===== src/rtl/shift_8_bit.sv =====
// ---------------------------------------------------------------------------
// shift_8_bit
//   Registered one-position bidirectional shifter for the ALU datapath.
//   The operand is treated as a 10-bit word {shift_in_left, D, shift_in_right}
//   that is shifted logically by one place. The ends of the shifted word land
//   in the two bit buckets, and the middle eight bits become S.
//
// Ports
//   clk            in   1  clock, rising edge
//   reset          in   1  synchronous, active-high; clears all outputs
//   D              in   8  data to shift
//   shift_in_right in   1  fill bit entering S[0] on a left shift
//   shift_in_left  in   1  fill bit entering S[7] on a right shift
//   select         in   1  0 = shift left, 1 = shift right
//   S              out  8  shifted result (registered)
//   bb_right       out  1  bit shifted out of the right end (registered)
//   bb_left        out  1  bit shifted out of the left end (registered)
// ---------------------------------------------------------------------------
module shift_8_bit (
  input  logic       clk,
  input  logic       reset,
  input  logic [7:0] D,
  input  logic       shift_in_right,
  input  logic       shift_in_left,
  input  logic       select,
  output logic [7:0] S,
  output logic       bb_right,
  output logic       bb_left
);

  logic [9:0] w_word;
  logic [9:0] w_shifted;
  logic [9:0] w_word_left;
  logic [9:0] w_word_right;
  logic [9:0] r_result;

  assign w_word = {shift_in_left, D, shift_in_right};

  // A left shift pushes shift_in_left off the top of the 10-bit word and
  // zero-fills the bottom, so bb_right is 0 and shift_in_left is ignored.
  // A right shift is the mirror image. The unused bucket is therefore always
  // driven to 0 by the zero fill, never held.
  assign w_word_left  = {w_word[8:0], 1'b0};
  assign w_word_right = {1'b0, w_word[9:1]};

  always_comb begin
    w_shifted = w_word_left;
    if (select) begin
      w_shifted = w_word_right;
    end
  end

  always_ff @(posedge clk) begin
    if (reset) begin
      r_result <= 10'd0;
    end else begin
      r_result <= w_shifted;
    end
  end

  assign bb_left  = r_result[9];
  assign S        = r_result[8:1];
  assign bb_right = r_result[0];

endmodule


===== config.mk =====
export PLATFORM = sky130hd
export DESIGN_NAME = shift_8_bit
export DESIGN_NICKNAME = d
export VERILOG_FILES = /design/src/rtl/shift_8_bit.sv
export SDC_FILE = /design/constraint.sdc
export NUM_CORES = 1
export LEC_CHECK = 0
export CAP_MARGIN = 20
export CELL_PAD_IN_SITES_DETAIL_PLACEMENT = 0
export CELL_PAD_IN_SITES_GLOBAL_PLACEMENT = 1
export CORE_UTILIZATION = 22
export CTS_BUF_LIST = sky130_fd_sc_hd__clkbuf_4
export DETAILED_ROUTE_END_ITERATION = 10
export PLACE_DENSITY_LB_ADDON = 0.08
export SETUP_SLACK_MARGIN = 0.1
export SYNTH_ARGS = -nofsm -noshare
export SYNTH_HDL_FRONTEND = slang
export SYNTH_SLANG_ARGS = --single-unit

===== constraint.sdc =====
create_clock -name clk -period 0.8 [get_ports clk]
set_input_delay 0.16 -clock clk [delete_from_list [all_inputs] [get_ports clk]]
set_output_delay 0.16 -clock clk [all_outputs]
set_load 0.01 [all_outputs]

Word-level counts from Yosys, hierarchy flattened --
Index checks and enable logic that the tools add are counted.
Word-level totals: bits in registers 10, bits of input ports 13, output and inout bits 10, word-level logic and storage cells 7
Cells by class: muxes and demuxes 1, bitwise operators 1, reduce and logical (&&, ||, !) cells 2
Operators by type and width (count):
- two-way mux 9 bit | 1
- OR reduction 2 bit | 2
- inverter 1 bit | 1

Depth between registers and ports, before layout --
depth in word-level cells 2, mapped depth 3, mapped depth without buffers 2

Least setup slack after synthesis --
Ideal clock, no wire load.
kind input to register, from input port select, to register r_result[1], library setup time 117 ps, arrival time 504 ps, data required time 683 ps, setup slack 179 ps, cell stages on the path 3, buffers on the path 1, path through buf_6 > mux2i_1 > nor2_1
Between the ends: longest elaborated chain between the ends 1
Ends and longest elaborated chain:
- from (decl) | line 25 | input logic select,
- two-way mux 9 bit | line 48 | if (select) begin
- to (signal assigned) | line 57 | r_result <= w_shifted;
- to (decl) | line 35 | logic [9:0] r_result;
No other way between the ends. A chain may end at the register's enable or synchronous reset.

Final worst setup path --
from register r_result[2], to output port S[1]
RTL lines:
- to (decl) | line 26 | output logic [7:0] S,
No word-level cell between the ends.

==> flow_summary_export.csv <==
group,metric,value,unit
synthesis,post_synth_inst_count,31,
floorplanning,fp-row-count,13,
sta,maxSlewHeadroom,0.908,
synthesis,synth-xor-area-share,0,
place,hpwl,583,um
layout,regMostFlops,"r_result",
global_route,grt_max_degree,6,
critical_path,slowest_stage,"dfxtp_2",
detailed_routing,wl,697,um
layout,drive_gt1_frac,0.379,
critical_path,crit_path_start,"r_result[2]",
floorplanning,floorplan.die.width,41.4,um
global_route,antenna_violations_before_repair,0,
layout,multi_input_comb_area,130,um^2
synthesis,synth_mux_area_frac,0.234,
synthesis,synth.yosys.seq_area_share,0.586,
layout,most_frequent_standard_cell_in_the_layout_excluding_fill_and_tap_cells,"clkdlybuf4s50_1",
power_and_ir_drop,power_switching,233,uW
sta,tightest_slew,0.134,ns
layout,nFillCells,143,
sta,hold-worst-slack,0.231,ns
floorplanning,number_of_top_level_design_ports,23,
run_status,result_of_the_run,"finished with violations",
layout,area_delta_synth_final,79.9,%
sta,fmax,1190,MHz
sta,setup_ws,-0.0391,ns
critical_path,timing.critical_path.arrival,0.68,ns
sta,timing_hold_violations_final,0,
critical_path,maximum_single_stage_delay_on_the_critical_path,0.32,ns
power_and_ir_drop,power_density,1730,nW/um^2
layout,layout.nets,73,
cts,buffer_count_from_post_cts_setup_fixing,0,
synthesis,ys_seq_elements,10,
critical_path,timing.critical_path.buf_inv,1,
power_and_ir_drop,power_frac_clock,0.304,
synthesis,combinational_family_with_the_most_area_after_synthesis,"multiplexers",
critical_path,critical-path-top-delay-family,"flip-flops",
layout,final-instance-count-excl-fill,73,
detailed_routing,final_antenna_net_count,0,
min_path,min_from,"reset",
place,globalplace.congestion,0.588,
global_route,first_global_vias,269,
cts,numCtsBuffers,3,
synthesis,synth-compound-area-share,0,
floorplanning,die_height,41.4,um
power_and_ir_drop,leakage,0.302,nW
floorplanning,initial_core_util,0.250,
sta,final.setup.tns,-0.319,ns
cts,cts.clk_slew.worst_paths,0.06,ns
sta,final_min_period_over_clock_period,1.05,
power_and_ir_drop,power_report.internal_total,830,uW
place,port-buffer-count,22,
synthesis,synthesis.nets,44,
layout,layout_common_cells,"clkdlybuf4s50_1 (10), nor2_1 (9), mux2i_1 (8), buf_6 (7)",
layout,largest_register_ffs,10,
detailed_routing,drtPass1Iterations,2,
layout,antenna_cells,0,
critical_path,crit_path_cell_trace,"buf_6",
power_and_ir_drop,seq_power_share,0.507,
detailed_routing,vias_per_cell,4.14,
layout,ff_latch_area,205,um^2
power_and_ir_drop,totalPowerFinal,1.06,mW
power_and_ir_drop,sw_frac,0.219,
global_route,grt_pass1_wl,1.17,mm
critical_path,cp_max_fo,1,
cts,htreeDepth,1,
flow_run,max_cap_violations,0,
critical_path,worstPathRequired,0.64,ns
synthesis,post_synth_instance_area,342,um^2
cts,cts_tree,"built",
synthesis,synth_cell_type_count,7,
sta,final_setup_violations,10,
cts,cts.path.max_buffers,2,
detailed_routing,vias,302,
synthesis,synth.yosys.warnings,0,
power_and_ir_drop,combinationalPowerShare,0.188,
floorplanning,design.die.area,1710,um^2
critical_path,critPathKind,"reg2out",
floorplanning,fp.coreArea,1370,um^2
run_status,failed_checks,"negative setup slack",
synthesis,post_synth_and_or_nand_nor_area_fraction,0.132,
synthesis,syn_area_per_cell,11.0,um^2
cts,root_buffer,"clkbuf_4",
sta,final_max_slew_viol_count,0,
sta,grt_setup_unrepaired,"true",
cts,post_cts_hold_buffer_count,0,
detailed_routing,drt_first_iter_violations,2,
global_route,groute.usage.overall,0.0910,
place,post-place-cells,70,
layout,reg.largest.list,"r_result: 10 flops",
synthesis,synth_fa_ha_area_frac,0,
detailed_routing,wl_per_cell,9.55,um
global_route,residual_overflow_from_global_routing,0,
min_path,min_path_type,"in2reg",
critical_path,critical_path.endpoint_type,"output pin",
cts,clock_sink_count,10,
sta,final.min_clock_period,0.839,ns
layout,finish.utilization,0.450,
critical_path,worst_setup_path_start_kind,"flip-flop",
power_and_ir_drop,vdd_ir_drop_max,955,uV
detailed_routing,drc_errors,0,
-- routing by layer --
metal | global-route usage | vias to the layer above | part of all wire
li1 | - | 155 | -
met1 | 0.101 | 136 | 0.42
met2 | 0.150 | 11 | 0.52
met3 | 0.0391 | 0 | 0.059
met4 | 0.0387 | 0 | 0
met5 | 0 | - | 0
-- layout make-up --
cell class,instances,share of cell area
Clock buffer,3,0.0367
Multi-Input combinational cell,19,0.212
Sequential cell,10,0.334
Tap cell,15,0.0305
Timing Repair Buffer,26,0.387
-- per-stage QoR --
| stage | area [um^2] | setup slack, ns |
|---|---|---|
| global route | 614 | -0.0757 |
| CTS | 589 | -0.0537 |
| detailed placement | 594 | -0.349 |
| finish | 614 | -0.0391 |
| global placement | 594 | -0.325 |
| floorplan | 342 | 0.179 |
-- what timing repair did --
| action | in CTS | in global routing |
|---|---|---|
| endpoints found under the setup margin | 20 | 16 |
| gates resized for setup | 47 | 7 |
| gates cloned | 0 | 0 |
-- worst paths after layout --
| check | to | depth (start not counted) |
|---|---|---|
| worst max-delay path | S[1] | 1 |
| worst min-delay path | r_result[9] | 3 |
-- cells by family (layout without fill, tap and decap cells) --
kind of cell | Yosys count | after routing
buf+inv | 2 | 29
flops | 10 | 10
mux | 8 | 8
simple gates | 11 | 11
-- power groups by stage --
stage	registers (mW)	clock network, mW	logic (mW)
finish	0.539	0.324	0.200
global route	0.543	0.370	0.217
CTS	0.536	0.342	0.194
detailed placement	0.547	0	0.213
global placement	0.546	0	0.208
floorplan	0.564	0	0.0576
-- cells in the mapped netlist --
cell type	number	share of area
nand2_1	1	0.011
nor2_1	9	0.099
mux2i_1	8	0.23
buf_6	1	0.033
dfxtp_1	10	0.59
nor3b_1	1	0.022
buf_2	1	0.015
(Power assumes the default switching activity.)
